File: src/rtl/dac_serial_tx_pkg.sv
// Shared types and helpers for the serial DAC transmitter.
//   state_t    : FSM state encoding (2'd3 is unused and recovers to ST_IDLE)
//   clog2_min1 : ceiling log2, never smaller than 1, for counter/index widths
package dac_serial_tx_pkg;

    typedef enum logic [1:0] {
        ST_IDLE  = 2'd0,
        ST_SHIFT = 2'd1,
        ST_GAP   = 2'd2
    } state_t;

    function automatic int unsigned clog2_min1(input int unsigned n);
        int unsigned r;
        r = 0;
        for (int unsigned i = 0; i < 32; i++) begin
            if ((64'd1 << i) < 64'(n)) r = i + 1;
        end
        return (r == 0) ? 1 : r;
    endfunction

endpackage

File: src/rtl/dac_piso_shift.sv
// Parallel-load, serial-out shift register.
//   CLK1MHz, ResetN : clock, synchronous active-low reset
//   Load            : load Din (has priority over Shift)
//   Shift           : advance one bit, zero-filling behind
//   Din             : parallel word
//   Dout            : current serial bit, taken straight from a flop
module dac_piso_shift #(
    parameter int unsigned DATA_W    = 16,
    parameter bit          MSB_FIRST = 1'b1
) (
    input  logic              CLK1MHz,
    input  logic              ResetN,
    input  logic              Load,
    input  logic              Shift,
    input  logic [DATA_W-1:0] Din,
    output logic              Dout
);

    logic [DATA_W-1:0] r_sh;
    logic [DATA_W-1:0] w_shifted;

    // Zero fill means that after DATA_W shifts the output bit reads 0.
    generate
        if (MSB_FIRST) begin : g_msb
            assign w_shifted = {r_sh[DATA_W-2:0], 1'b0};
            assign Dout      = r_sh[DATA_W-1];
        end else begin : g_lsb
            assign w_shifted = {1'b0, r_sh[DATA_W-1:1]};
            assign Dout      = r_sh[0];
        end
    endgenerate

    always_ff @(posedge CLK1MHz) begin
        if (!ResetN)    r_sh <= '0;
        else if (Load)  r_sh <= Din;
        else if (Shift) r_sh <= w_shifted;
    end

endmodule

File: src/rtl/dac_serial_tx.sv
// Multi-channel serial DAC transmitter: on Start, captures NUM_CH words and
// sends each as one Sync-low frame followed by GAP_CYCLES Sync-high cycles.
//   CLK1MHz, ResetN : clock, synchronous active-low reset
//   Start           : transaction request, sampled only while idle
//   DinParalelo     : channel c at bits [c*DATA_W +: DATA_W]
//   Busy, Done      : in-progress flag, one-cycle end pulse
//   ChIdx           : channel being framed (0 when idle)
//   Sync            : active-low frame strobe
//   DoutSerial      : serial data
module dac_serial_tx
    import dac_serial_tx_pkg::*;
#(
    parameter int unsigned DATA_W     = 16,
    parameter int unsigned NUM_CH     = 2,
    parameter int unsigned GAP_CYCLES = 1,
    parameter bit          MSB_FIRST  = 1'b1
) (
    input  logic                             CLK1MHz,
    input  logic                             ResetN,
    input  logic                             Start,
    input  logic [NUM_CH*DATA_W-1:0]         DinParalelo,
    output logic                             Busy,
    output logic                             Done,
    output logic [clog2_min1(NUM_CH)-1:0]    ChIdx,
    output logic                             Sync,
    output logic                             DoutSerial
);

    localparam int unsigned CH_W  = clog2_min1(NUM_CH);
    localparam int unsigned BIT_W = clog2_min1(DATA_W);
    localparam int unsigned GAP_W = 4;
    localparam logic [BIT_W-1:0] BIT_LAST = BIT_W'(DATA_W - 1);
    localparam logic [GAP_W-1:0] GAP_LAST = GAP_W'(GAP_CYCLES - 1);
    localparam logic [CH_W-1:0]  CH_LAST  = CH_W'(NUM_CH - 1);

    state_t            r_state, w_state_nxt;
    logic [BIT_W-1:0]  r_bit,   w_bit_nxt;
    logic [GAP_W-1:0]  r_gap,   w_gap_nxt;
    logic [CH_W-1:0]   r_ch,    w_ch_nxt;
    logic              r_sync,  w_sync_nxt;
    logic              r_busy,  w_busy_nxt;
    logic              r_done,  w_done_nxt;
    logic [DATA_W-1:0] r_hold [NUM_CH];

    logic              w_capture;
    logic              w_load;
    logic              w_shift;
    logic [DATA_W-1:0] w_din;
    logic [CH_W-1:0]   w_ch_inc;

    // Clamped so the holding-register index never leaves the array.
    assign w_ch_inc = (r_ch == CH_LAST) ? r_ch : r_ch + 1'b1;

    // Next state, counters and output values.
    always_comb begin
        w_state_nxt = r_state;
        w_bit_nxt   = r_bit;
        w_gap_nxt   = r_gap;
        w_ch_nxt    = r_ch;
        w_sync_nxt  = 1'b1;
        w_busy_nxt  = 1'b1;
        w_done_nxt  = 1'b0;
        w_capture   = 1'b0;
        w_load      = 1'b0;
        w_shift     = 1'b0;
        w_din       = '0;

        case (r_state)
            ST_IDLE: begin
                // Loading zeros while idle keeps DoutSerial at 0.
                w_ch_nxt   = '0;
                w_busy_nxt = 1'b0;
                w_load     = 1'b1;
                if (Start) begin
                    // Channel 0 comes from the port: the hold register fills on this same edge.
                    w_capture   = 1'b1;
                    w_din       = DinParalelo[DATA_W-1:0];
                    w_bit_nxt   = '0;
                    w_sync_nxt  = 1'b0;
                    w_busy_nxt  = 1'b1;
                    w_state_nxt = ST_SHIFT;
                end
            end
            ST_SHIFT: begin
                // The shift after the last bit empties the register, so DoutSerial reads 0 in GAP.
                w_shift = 1'b1;
                if (r_bit == BIT_LAST) begin
                    w_gap_nxt   = '0;
                    w_state_nxt = ST_GAP;
                end else begin
                    w_bit_nxt  = r_bit + 1'b1;
                    w_sync_nxt = 1'b0;
                end
            end
            ST_GAP: begin
                if (r_gap == GAP_LAST) begin
                    if (r_ch != CH_LAST) begin
                        w_ch_nxt    = w_ch_inc;
                        w_din       = r_hold[w_ch_inc];
                        w_load      = 1'b1;
                        w_bit_nxt   = '0;
                        w_sync_nxt  = 1'b0;
                        w_state_nxt = ST_SHIFT;
                    end else begin
                        w_ch_nxt    = '0;
                        w_busy_nxt  = 1'b0;
                        w_done_nxt  = 1'b1;
                        w_state_nxt = ST_IDLE;
                    end
                end else begin
                    w_gap_nxt = r_gap + 1'b1;
                end
            end
            default: begin
                w_ch_nxt    = '0;
                w_busy_nxt  = 1'b0;
                w_load      = 1'b1;
                w_state_nxt = ST_IDLE;
            end
        endcase
    end

    // State, counters and registered outputs.
    always_ff @(posedge CLK1MHz) begin
        if (!ResetN) begin
            r_state <= ST_IDLE;
            r_bit   <= '0;
            r_gap   <= '0;
            r_ch    <= '0;
            r_sync  <= 1'b1;
            r_busy  <= 1'b0;
            r_done  <= 1'b0;
        end else begin
            r_state <= w_state_nxt;
            r_bit   <= w_bit_nxt;
            r_gap   <= w_gap_nxt;
            r_ch    <= w_ch_nxt;
            r_sync  <= w_sync_nxt;
            r_busy  <= w_busy_nxt;
            r_done  <= w_done_nxt;
        end
    end

    // Holding register isolates the transaction from later DinParalelo changes.
    always_ff @(posedge CLK1MHz) begin
        if (w_capture) begin
            for (int c = 0; c < int'(NUM_CH); c++) begin
                r_hold[c] <= DinParalelo[c*DATA_W +: DATA_W];
            end
        end
    end

    dac_piso_shift #(
        .DATA_W    (DATA_W),
        .MSB_FIRST (MSB_FIRST)
    ) u_piso (
        .CLK1MHz (CLK1MHz),
        .ResetN  (ResetN),
        .Load    (w_load),
        .Shift   (w_shift),
        .Din     (w_din),
        .Dout    (DoutSerial)
    );

    assign Sync  = r_sync;
    assign Busy  = r_busy;
    assign Done  = r_done;
    assign ChIdx = r_ch;

endmodule

File: config.mk
export PLATFORM = sky130hd
export DESIGN_NAME = dac_serial_tx
export DESIGN_NICKNAME = d
export VERILOG_FILES = /design/src/rtl/dac_serial_tx_pkg.sv /design/src/rtl/dac_piso_shift.sv /design/src/rtl/dac_serial_tx.sv
export SDC_FILE = /design/constraint.sdc
export NUM_CORES = 1
export LEC_CHECK = 0
export BUFFER_PORTS_ARGS = -buffer_cell sky130_fd_sc_hd__buf_2
export CORE_ASPECT_RATIO = 0.75
export CORE_MARGIN = 2
export CORE_UTILIZATION = 38
export DETAILED_ROUTE_END_ITERATION = 12
export HOLD_SLACK_MARGIN = 0.05
export PLACE_DENSITY = 0.7
export SLEW_MARGIN = 20
export SYNTH_ARGS = -nofsm -noshare
export SYNTH_HDL_FRONTEND = slang
export SYNTH_HIERARCHICAL = 1
export SYNTH_SLANG_ARGS = --single-unit
File: constraint.sdc
create_clock -name CLK1MHz -period 2.3 [get_ports CLK1MHz]
set_input_delay 0.23 -clock CLK1MHz [delete_from_list [all_inputs] [get_ports CLK1MHz]]
set_output_delay 0.23 -clock CLK1MHz [all_outputs]
set_load 0.01 [all_outputs]
=== Word level (Yosys, flattened, before mapping) ===
Memories as Yosys holds them, arrays and structs flattened.
Index checks and enable logic that the tools add are counted.

* Reductions and logical operators: 10
* Equal/unequal tests: 9
* Multiplexer cells: 38
* $add $sub $neg: 3
* Bitwise operators: 1

{| class="wikitable"
|+ Operator list
! kind !! count
|-
| 16-bit two-way mux || 5
|-
| 16-bit case mux with 2 select lines || 1
|-
| 4-bit two-way mux || 6
|-
| 1-bit two-way mux || 16
|-
| 2-bit inequality test (second input constant) || 6
|-
| 4-bit case mux with 3 select lines || 1
|-
| 3-bit AND reduction || 3
|-
| 4-bit by 1-bit adder with 4-bit output (second input constant) || 2
|-
| 4-bit case mux with 2 select lines || 1
|-
| 2-bit two-way mux || 3
|-
| 1-bit case mux with 3 select lines || 2
|-
| 2-bit case mux with 3 select lines || 1
|-
| 5-bit AND reduction || 1
|-
| 4-bit equality test (second input constant) || 1
|-
| 4-bit logical NOT || 1
|-
| 1-bit case mux with 2 select lines || 2
|-
| 2-bit nonzero test || 2
|-
| 3-bit nonzero test || 1
|-
| 2-bit by 1-bit equality test with 1-bit output (second input constant) || 1
|-
| 2-bit equality test (second input constant) || 1
|-
| 2-bit logical NOT || 1
|-
| 2-bit AND reduction || 1
|-
| 1-bit adder (second input constant) || 1
|-
| 1-bit inverter || 1
|}

* Logic and storage cells: 70
* Output and inout bits: 5
* Bits in writable memories: 32
* Memories kept: 1
* Register bits after elaboration: 30
* Input bits: 35

{| class="wikitable"
|+ Memories
! name !! words !! bits a word !! read ports !! clocked after Yosys merged registers in !! write ports !! line !! source
|-
| r_hold || 2 || 16 || 1 || 0 || 2 || dac_serial_tx.sv:43 || <nowiki>logic [DATA_W-1:0] r_hold [NUM_CH];</nowiki>
|}

=== Logic depth before layout (Yosys ltp) ===
Gate-level depths: netlist (run 1).
An unclocked memory read counts as a cell.

* Depth in word-level cells: 7
* Depth in mapped cells: 9
* Depth with buffers taken out: 7

=== By module ===
The synthesis (run 1) kept the hierarchy.

{| class="wikitable"
|+ By module, submodules not included
! module !! cells each !! area an instance (sq um) !! seq. area each (sq um) !! instances
|-
| dac_serial_tx || 111 || 1,345.0 || 760.7 || 1
|-
| dac_piso_shift || 70 || 842.1 || 320.3 || 1
|}

=== Worst setup path after synthesis (run 1) ===
Ideal clock, no wire load.

* Path kind: reg-to-reg
* From: register r_state[1]
* To: register u_piso.r_sh[3]
* Setup time: 59 ps
* Stages on the path, launching flop included: 6
* Path slack: 336 ps
* Required time: 2,241 ps
* Arrival: 1,905 ps
* Path buffers: 1
* Clock period less this slack: 1,964 ps
* Path through: dfxtp_1 nor3b_2 clkbuf_1 a22o_2 nand2b_1 o211a_1

* Word-level cells in the longest chain between the ends: 3
* Elaborated cells between the ends (all ways): 8
* Classes of those cells: eq/ne (2); mux (4); reduce/logical (2)

{| class="wikitable"
|+ RTL lines
! element !! line !! source
|-
| start: declaration || dac_serial_tx.sv:36 || <nowiki>state_t r_state, w_state_nxt;</nowiki>
|-
| start signal: assignment || dac_serial_tx.sv:134 || <nowiki>r_state <= w_state_nxt;</nowiki>
|-
| 2-bit equality test / 2-bit logical NOT (equally long branches) || dac_serial_tx.sv:68 || <nowiki>case (r_state)</nowiki>
|-
| 16-bit case mux with 2 select lines * || dac_serial_tx.sv:68 ||
|-
| net w_din[3] || dac_serial_tx.sv:48 || <nowiki>logic [DATA_W-1:0] w_din;</nowiki>
|-
| 16-bit two-way mux * || dac_piso_shift.sv:35 || <nowiki>else if (Load) r_sh <= Din;</nowiki>
|-
| end signal: assignment || dac_piso_shift.sv:35 ||
|-
| end signal: assignment || dac_piso_shift.sv:36 || <nowiki>else if (Shift) r_sh <= w_shifted;</nowiki>
|-
| end: declaration || dac_piso_shift.sv:19 || <nowiki>logic [DATA_W-1:0] r_sh;</nowiki>
|}

Mark *: on every way through the listed nets, which the timed path passes. The rest lies on a longest branch.
A chain may end at the register's enable or synchronous reset.

=== Worst setup path in the final report (run 1) ===
* From: register r_gap[0]
* To: register u_piso.r_sh[11]

* Word-level cells in the longest chain between the ends: 4
* Elaborated cells between the ends (all ways): 7
* Classes of those cells: mux (5); reduce/logical (2)

{| class="wikitable"
|+ RTL lines
! element !! line !! source
|-
| start: declaration || dac_serial_tx.sv:38 || <nowiki>logic [GAP_W-1:0] r_gap, w_gap_nxt;</nowiki>
|-
| start signal: assignment || dac_serial_tx.sv:136 || <nowiki>r_gap <= w_gap_nxt;</nowiki>
|-
| 4-bit logical NOT || dac_serial_tx.sv:96 || <nowiki>if (r_gap == GAP_LAST) begin</nowiki>
|-
| 16-bit two-way mux || dac_serial_tx.sv:96 ||
|-
| 16-bit case mux with 2 select lines || dac_serial_tx.sv:68 ||
|-
| net w_din[11] || dac_serial_tx.sv:48 ||
|-
| 16-bit two-way mux || dac_piso_shift.sv:35 ||
|}

The timed path passes the listed nets, and every way through them passes these cells.

==> results.py, run 1 <==
metrics = {
    "status": {
        "status": "completed",
    },
    "detailed_routing": {
        "vias": 1553,
        "routed_via_density": 5.18,
        "firstDrtPassIters": 4,
        "post-route-drc-count": 0,
        "wl_per_cell_um": 14.1,
        "wirelength_um": 4230,
        "drtIter0Drc": 114,
        "ant_nets": 0,
    },
    "global_route": {
        "antenna_found_initial": 0,
        "grt_pass1_wl_um": 7010,
        "grt_pass1_vias": 1453,
        "grt_max_degree": 34,
        "overflow": 0,
        "grtUsageTotal": 0.140,
    },
    "power": {
        "power_density_mw_per_mm2": 673,
        "pwr-share-clk": 0.367,
        "comb_power_share": 0.110,
        "worst_ir_drop_vdd_mv": 0.382,
        "power.internal_w": 0.00132,
        "p_sw_frac": 0.237,
        "power.switching_w": 0.000409,
        "finalPower_w": 0.00173,
        "seqPwrFrac": 0.523,
        "p_leak_nw": 1.16,
    },
    "synthesis": {
        "syn_area_sq_mm": 0.00219,
        "synth_cell_types": 41,
        "postSynthAreaPerCell_sq_um": 12.1,
        "synth_fp_nets": 219,
        "yosys_warnings": 6,
        "synth-seq-cells": 46,
        "seq_area_frac_synth": 0.494,
        "synth_cells": 181,
        "ys_async_sr_fraction": 0,
        "synth-edff-count": 16,
        "synthFlopType": "dfxtp_1",
    },
    "cts": {
        "holdBufCountCts": 0,
        "clk_latency_ns": 0.31,
        "path_clk_slew_ns": 0.10,
        "cts_setup_buffers": 0,
        "root_buffer": "clkbuf_8",
        "cts_tree": "done",
        "cts_num_sinks": 46,
        "clock_path_buffers": 2,
        "cts_buffers": 5,
        "post_cts_resized": 0,
        "cts.htree.levels": 2,
    },
    "floorplan": {
        "initial_utilization": 0.402,
        "die_w_um": 91.6,
        "die-area_sq_mm": 0.00638,
        "num_rows": 23,
        "die_y_um": 69.7,
        "top_level_ports": 40,
        "core_region_area_sq_mm": 0.00544,
    },
    "timing": {
        "setup_violations": 0,
        "worstMarginPinSlew_ns": 0.423,
        "max_freq_mhz": 504,
        "finalCriticalPeriod_ns": 1.98,
        "slew_headroom": 0.718,
        "final-max-slew-violation-count": 0,
        "finalHoldViolCount": 0,
        "hold_slack_ns": 0.0912,
        "period_share": 0.862,
        "finalSetupTns_ns": 0,
        "skew_ns": 0.00924,
        "rsz0062_at_grt": "no",
    },
    "setup_path": {
        "arrival_ns": 2.24,
        "start_kind": "register",
        "worst-setup-path-type": "reg -> reg",
        "path_max_fanout": 17,
        "required_ns": 2.55,
        "end_kind": "register",
    },
    "cells_and_area": {
        "nFillCells": 497,
        "diodes": 0,
        "final_common_cell": "buf_2",
        "fin_nets": 262,
        "design_area_sq_mm": 0.00257,
        "drive_above_1_share": 0.369,
        "area_growth_pct": 17.5,
        "final_cell_mix": "buf_2, dfxtp_1, nand2b_1",
    },
    "place": {
        "portBuffers": 39,
        "hpwl_um": 2930,
        "finalWeightedCongestion": 0.858,
        "place_area_sq_mm": 0.00245,
    },
    "hold_path": {
        "hold_class": "in -> reg",
    },
    "flow_run": {
        "maxCapViolCount": 0,
    },
}
routing by layer:
layer	wire [um]	vias up	GRT usage
met2	1820	44	0.193
met3	197	7	0.0315
met5	0	-	0
met4	73	0	0.0657
met1	2140	732	0.205
li1	-	770	-
cell families after synthesis:
logic type | after synthesis | synth area share
AOI/OAI and AO/OA | 51 | 0.205
xor gates and xnor gates | 1 | 0.00401
adders and majority gates | 3 | 0.0172
buffers and inverters | 17 | 0.0509
DFF | 46 | 0.494
muxes | 15 | 0.0927
and+or+nand+nor | 48 | 0.136
synthesized netlist by cell type, types with 3 or more instances:
master | count | area share
ha_1 | 3 | 0.017
edfxtp_1 | 16 | 0.22
a22o_2 | 10 | 0.046
nand2b_1 | 17 | 0.049
or4_1 | 3 | 0.010
o22ai_1 | 5 | 0.014
inv_1 | 7 | 0.012
nand3_1 | 3 | 0.0069
mux2_4 | 9 | 0.062
dfxtp_1 | 30 | 0.27
nand2_1 | 11 | 0.019
a21oi_1 | 3 | 0.0069
o211a_1 | 15 | 0.069
mux2_2 | 6 | 0.031
clkbuf_1 | 4 | 0.0069
buf_6 | 4 | 0.021
a22o_1 | 6 | 0.024
critical path: stages, from the launching register on:
cell	delay [ns]
dfxtp_1	0.35
inv_1	0.08
ha_1	0.15
or3b_1	0.49
nor3_4	0.20
buf_4	0.25
a22o_2	0.18
nand2b_1	0.10
o211a_1	0.13
layout make-up:
cell class                      instances  area, sq um  share of cell area
Tap cell                               75         93.8              0.0365
Clock buffer                            5         68.8              0.0268
Sequential cell                        46         1080               0.421
Multi-Input combinational cell        118         1000               0.390
Inverter                                7         26.3              0.0102
Timing Repair Buffer                   46          248              0.0964
Clock inverter                          3         48.8              0.0190
power by group through the flow:
stage	Combinational, W	Sequential [W]	Clock [W]
after floorplan	0.000133	0.000918	0
after global placement	0.000188	0.000922	0
after detailed placement	0.000191	0.000923	0
after CTS	0.000192	0.000904	0.000651
after global routing	0.000209	0.000909	0.000695
final	0.000191	0.000904	0.000635
registers in the layout, indices dropped and copies added, names as in the netlist:
register and cells:
r_hold 16, Done 1, u_piso/r_sh 16, r_state 2, r_bit 4, r_gap 4, Busy 1, Sync 1
ChIdx 1
path summary, 6_finish.rpt:
kind         slack (ns)  cells past startpoint                  start                           end
max                0.32                      8  r_gap[0]$_SDFFE_PN0P_  u_piso/r_sh[11]$_SDFFE_PN0P_
min                0.09                      1        DinParalelo[24]        r_hold[1][8]$_DFFE_PP_
max reg2reg        0.32                      8  r_gap[0]$_SDFFE_PN0P_  u_piso/r_sh[11]$_SDFFE_PN0P_
min reg2reg        0.49                      2  r_bit[1]$_SDFFE_PN0P_         r_bit[1]$_SDFFE_PN0P_
per-stage QoR:
| step | utilization | worst slack [ns] | instances |
|---|---|---|---|
| 2_1_floorplan | - | 0.336 | 181 |
| 3_3_place_gp | 0.451 | 0.392 | 292 |
| 3_5_place_dp | 0.451 | 0.365 | 292 |
| 4_1_cts | 0.473 | 0.331 | 300 |
| 5_1_grt | 0.473 | 0.198 | 300 |
| 6_report | 0.473 | 0.317 | 300 |
(Power assumes the default switching activity.)
==> inputs of run 2 (changes only) <==
Settings changed: CELL_PAD_IN_SITES_DETAIL_PLACEMENT set to 0, CELL_PAD_IN_SITES_GLOBAL_PLACEMENT set to 1, CORE_MARGIN 2 to not set, CTS_CLUSTER_DIAMETER set to 40, PLACE_DENSITY 0.7 to 0.82.
==> run 2 against run 1 <==
Compared with the run above: final area down 0.92%; worst setup slack better by 0.016 ns; combinational power about the same; total power down 7.5%; die area down 5.0%; final cell count unchanged; sequential share of layout area up 0.39 points; register-to-register slack better by 0.02 ns; first-iteration DRC count down 28%; critical path type unchanged; critical path depth unchanged; global-route usage up 0.76 points.
==> results.py, run 2 (same netlist as run 1, synthesis figures left out) <==
metrics = {
    "floorplan": {
        "die_w_um": 89.6,
        "initial_utilization": 0.402,
        "die_y_um": 67.7,
        "core_region_area_sq_mm": 0.00544,
        "die-area_sq_mm": 0.00607,
        "top_level_ports": 40,
        "num_rows": 23,
    },
    "detailed_routing": {
        "ant_nets": 0,
        "firstDrtPassIters": 4,
        "drtIter0Drc": 82,
        "vias": 1490,
        "wl_per_cell_um": 13.4,
        "post-route-drc-count": 0,
        "wirelength_um": 4030,
        "routed_via_density": 4.97,
    },
    "global_route": {
        "gr-usage-met1": 0.231,
        "grt.busiest_layer": "met1",
        "antenna_found_initial": 0,
        "grt_pass1_vias": 1311,
        "grt_use_met2": 0.191,
        "grtUsageTotal": 0.147,
        "grt_pass1_wl_um": 6550,
        "grt_max_degree": 34,
        "overflow": 0,
        "use_met3": 0.0403,
    },
    "setup_path": {
        "critPathBufInv": 2,
        "required_ns": 2.54,
        "r2r_end": "u_piso/r_sh[15]$_SDFFE_PN0P_",
        "cp_cell_sequence": "inv_1, ha_1, or3b_1, nor3_4, buf_4, a22o_2, nand2b_1, o211a_1",
        "arrival_ns": 2.21,
        "path_depth": 8,
        "worst-setup-path-type": "reg -> reg",
        "end_kind": "register",
        "worstRegToRegCells": 8,
        "path_max_fanout": 17,
        "start_kind": "register",
        "reg2reg_from": "r_gap[0]$_SDFFE_PN0P_",
        "crit_path_max_incr_delay_ns": 0.48,
        "slowest_stage": "or3b_1",
        "r2r_setup_slack_ns": 0.33,
        "cp_top_family": "simple AND/OR/NAND/NOR gates",
    },
    "power": {
        "power_density_mw_per_mm2": 628,
        "comb_power_share": 0.118,
        "power.switching_w": 0.000390,
        "worst_ir_drop_vdd_mv": 0.408,
        "p_sw_frac": 0.244,
        "seqPwrFrac": 0.565,
        "pwr-share-clk": 0.316,
        "p_leak_nw": 1.14,
        "power.internal_w": 0.00121,
    },
    "cts": {
        "clk_latency_ns": 0.30,
        "clock_path_buffers": 2,
        "cts_tree": "done",
        "path_clk_slew_ns": 0.09,
        "cts.htree.levels": 2,
        "cts_buffers": 5,
        "root_buffer": "clkbuf_8",
        "holdBufCountCts": 0,
        "cts_num_sinks": 46,
        "cts_setup_buffers": 0,
        "post_cts_resized": 0,
    },
    "timing": {
        "skew_ns": 0.00550,
        "finalHoldViolCount": 0,
        "slew_headroom": 0.708,
        "max_freq_mhz": 508,
        "final-max-slew-violation-count": 0,
        "finalSetupTns_ns": 0,
        "period_share": 0.855,
        "setup_violations": 0,
        "finalCriticalPeriod_ns": 1.97,
        "rsz0062_at_grt": "no",
        "worstMarginPinSlew_ns": 0.437,
    },
    "hold_path": {
        "min_from": "DinParalelo[27]",
        "holdPathStages": 1,
        "whs_endpoint": "r_hold[1][11]$_DFFE_PP_",
        "hold_class": "in -> reg",
    },
    "cells_and_area": {
        "drive_above_1_share": 0.369,
        "area_growth_pct": 16.4,
        "largestRegisters": "r_hold (16), u_piso/r_sh (16)",
        "final_cell_mix": "buf_2, dfxtp_1, nand2b_1",
        "final_common_cell": "buf_2",
        "fin_nets": 262,
        "post-route-util": 0.468,
        "nFillCells": 500,
        "diodes": 0,
    },
    "place": {
        "portBuffers": 39,
        "hpwl_um": 2880,
        "finalWeightedCongestion": 0.768,
    },
    "flow_run": {
        "maxCapViolCount": 0,
    },
    "status": {
        "status": "completed",
    },
}
[run 2: cell types whose count changed in the layout (fill, tap and decap cells not counted)]
cell,delta
bufinv_16,-1
clkinv_4,+1
inv_6,+1
inv_8,-1
[run 2: final cells by class]
class                      instances  area (sq um)  share of cell area
clock inverter                     3          25.0             0.00983
inverter                           7          26.3              0.0103
timing repair buffer              46           248              0.0973
clock buffer                       5          68.8              0.0270
multi-input combinational        118          1000               0.394
sequential                        46          1080               0.425
tap                               75          93.8              0.0369
[run 2: worst max path at each step]
stage	startpoint	to	slack, ns
floorplan	r_state[1]$_SDFFE_PN0P_	u_piso/r_sh[3]$_SDFFE_PN0P_	0.34
CTS	r_gap[0]$_SDFFE_PN0P_	u_piso/r_sh[15]$_SDFFE_PN0P_	0.34
global route	r_gap[0]$_SDFFE_PN0P_	u_piso/r_sh[7]$_SDFFE_PN0P_	0.21
detailed placement	r_gap[0]$_SDFFE_PN0P_	u_piso/r_sh[15]$_SDFFE_PN0P_	0.38
global placement	r_gap[0]$_SDFFE_PN0P_	u_piso/r_sh[15]$_SDFFE_PN0P_	0.39
finish	r_gap[0]$_SDFFE_PN0P_	u_piso/r_sh[15]$_SDFFE_PN0P_	0.33
[run 2: stage by stage]
step / setup slack (ns) / instance area (sq um) / cells / power (W) / hold slack [ns]
final: 0.333 / 2550 / 300 / 0.00160 / 0.0982
after floorplan: 0.336 / 2190 / 181 / 0.00105 / 0.329
after global placement: 0.393 / 2450 / 292 / 0.00111 / 0.406
after detailed placement: 0.375 / 2450 / 292 / 0.00111 / 0.408
after CTS: 0.344 / 2550 / 300 / 0.00162 / 0.0892
after global routing: 0.213 / 2550 / 300 / 0.00168 / 0.0785
[run 2: routing by layer]
layer | part of all wire | routed length [um]
met1 | 0.55 | 2230
met3 | 0.036 | 147
met2 | 0.40 | 1630
met5 | 0 | 0
met4 | 0.0067 | 27
[run 2: power by group through the flow]
stage	clock (W)	combinational, W	sequential, W
CTS	0.000528	0.000191	0.000904
global placement	0	0.000188	0.000922
global route	0.000563	0.000210	0.000908
finish	0.000506	0.000189	0.000904
floorplan	0	0.000133	0.000918
detailed placement	0	0.000190	0.000923
[run 2: worst reg2reg max path: stages (launching register included)]
cell and delay, ns:
dfxtp_1 0.34, inv_1 0.08, ha_1 0.16, or3b_1 0.48, nor3_4 0.19, buf_4 0.24
a22o_2 0.17, nand2b_1 0.11, o211a_1 0.14
==> inputs of run 3 (changes only) <==
Clock period 2.3 ns to 2.5 ns, I/O delays scaled along.
==> run 3 against run 2 <==
Compared with the run above: die area did not move; clock skew rose by 0.0028 ns; largest power group unchanged; largest cell class unchanged; flip-flop and latch count did not move; combinational power fell by 9%; first-iteration DRC count fell by 8.5%; critical path depth did not move; worst hold slack improved by 0.019 ns.
==> results.py, run 3 (same netlist as run 1, synthesis figures left out) <==
metrics = {
    "status": {
        "status": "completed",
    },
    "setup_path": {
        "worstRegToRegCells": 8,
        "r2r_setup_slack_ns": 0.54,
        "end_kind": "register",
        "worstSetupStartpoint": "r_gap[0]$_SDFFE_PN0P_",
        "r2r_end": "u_piso/r_sh[15]$_SDFFE_PN0P_",
        "arrival_ns": 2.21,
        "start_kind": "register",
        "reg2reg_from": "r_gap[0]$_SDFFE_PN0P_",
        "path_max_fanout": 17,
        "cp-endpoint": "u_piso/r_sh[15]$_SDFFE_PN0P_",
        "required_ns": 2.75,
        "worst-setup-path-type": "reg -> reg",
    },
    "cts": {
        "cts_setup_buffers": 0,
        "path_clk_slew_ns": 0.09,
        "clk_latency_ns": 0.30,
        "cts_buffers": 5,
        "post_cts_resized": 0,
        "holdBufCountCts": 0,
        "root_buffer": "clkbuf_8",
        "cts_num_sinks": 46,
        "cts_tree": "done",
        "clock_path_buffers": 2,
        "cts.htree.levels": 2,
    },
    "cells_and_area": {
        "final_cells": 298,
        "fin_nets": 260,
        "final_cell_mix": "buf_2, dfxtp_1, nand2b_1",
        "drive_above_1_share": 0.363,
        "nFillCells": 498,
        "diodes": 0,
        "largestRegisters": "r_hold (16), u_piso/r_sh (16)",
        "area_growth_pct": 15.7,
        "final_common_cell": "buf_2",
    },
    "floorplan": {
        "die_y_um": 67.7,
        "initial_utilization": 0.402,
        "num_rows": 23,
        "die_w_um": 89.6,
        "top_level_ports": 40,
        "die-area_sq_mm": 0.00607,
        "core_region_area_sq_mm": 0.00544,
    },
    "place": {
        "hpwl_um": 2810,
        "finalWeightedCongestion": 0.765,
        "dp_cells": 290,
        "portBuffers": 39,
    },
    "power": {
        "power.internal_w": 0.00111,
        "seqPwrFrac": 0.564,
        "p_sw_frac": 0.248,
        "power_density_mw_per_mm2": 582,
        "p_leak_nw": 1.14,
        "power.switching_w": 0.000365,
        "comb_power_share": 0.117,
        "worst_ir_drop_vdd_mv": 0.298,
        "pwr-share-clk": 0.319,
    },
    "timing": {
        "worstMarginPinSlew_ns": 0.441,
        "finalCriticalPeriod_ns": 1.96,
        "period_share": 0.785,
        "finalHoldViolCount": 0,
        "skew_ns": 0.00833,
        "setup_violations": 0,
        "hold_slack_ns": 0.117,
        "slew_headroom": 0.705,
        "max_freq_mhz": 510,
        "finalSetupTns_ns": 0,
        "rsz0062_at_grt": "no",
        "final-max-slew-violation-count": 0,
    },
    "hold_path": {
        "hold_class": "in -> reg",
    },
    "detailed_routing": {
        "firstDrtPassIters": 4,
        "wl_per_cell_um": 13.9,
        "vias": 1478,
        "ant_nets": 0,
        "post-route-drc-count": 0,
        "drtIter0Drc": 75,
        "routed_via_density": 4.96,
        "wirelength_um": 4150,
    },
    "global_route": {
        "grtUsageTotal": 0.151,
        "overflow": 0,
        "grt_pass1_vias": 1337,
        "grt_max_degree": 34,
        "antenna_found_initial": 0,
        "grt_pass1_wl_um": 6790,
    },
    "flow_run": {
        "maxCapViolCount": 0,
    },
}
-- run 3: per-stage QoR --
stage / instance area (sq um) / setup slack [ns] / total power, W / utilization
after floorplan: 2190 / 0.536 / 0.000967 / -
after global placement: 2440 / 0.597 / 0.00102 / 0.448
after detailed placement: 2440 / 0.568 / 0.00102 / 0.448
after CTS: 2530 / 0.541 / 0.00149 / 0.465
after global routing: 2530 / 0.395 / 0.00156 / 0.465
final: 2530 / 0.538 / 0.00147 / 0.465
-- run 3: area by class of cell --
class,instances,area [sq um],area share
inverters,7,26.3,0.0104
well taps,75,93.8,0.0371
flip-flops and latches,46,1080,0.427
repair buffers,44,233,0.0919
multi-input cells,118,1000,0.396
clock buffers,5,68.8,0.0272
clock inverters,3,25.0,0.00989
-- run 3: worst min path at each step --
stage / startpoint / end / slack (ns) / cells past startpoint
global placement: DinParalelo[22] / r_hold[1][6]$_DFFE_PP_ / 0.43 / 1
global route: DinParalelo[27] / r_hold[1][11]$_DFFE_PP_ / 0.1 / 1
finish: DinParalelo[20] / r_hold[1][4]$_DFFE_PP_ / 0.12 / 1
floorplan: DinParalelo[16] / r_hold[1][0]$_DFFE_PP_ / 0.35 / 0
CTS: DinParalelo[27] / r_hold[1][11]$_DFFE_PP_ / 0.10 / 1
detailed placement: DinParalelo[31] / r_hold[1][15]$_DFFE_PP_ / 0.43 / 1
-- run 3: per-layer routing --
metal / GRT usage / vias to the layer above / wire, um / share of wire
li1: - / 767 / - / -
met1: 0.244 / 682 / 2400 / 0.58
met2: 0.192 / 25 / 1610 / 0.39
met3: 0.0293 / 4 / 106 / 0.026
met4: 0.0496 / 0 / 39 / 0.0094
met5: 0 / - / 0 / 0
-- run 3: power groups by stage --
stage               Combinational, W  Clock [W]  Sequential, W
CTS                         0.000173   0.000490       0.000832
floorplan                   0.000122          0       0.000845
finish                      0.000172   0.000471       0.000832
global route                0.000191   0.000529       0.000835
global placement            0.000170          0       0.000849
detailed placement          0.000172          0       0.000849
-- run 3: worst max-delay path, stage by stage, from the launching register on --
cell and delay, ns:
dfxtp_1 0.35, inv_1 0.08, ha_1 0.15, or3b_1 0.49
nor3_4 0.19, buf_4 0.24, a22o_2 0.15, nand2b_1 0.12
o211a_1 0.14
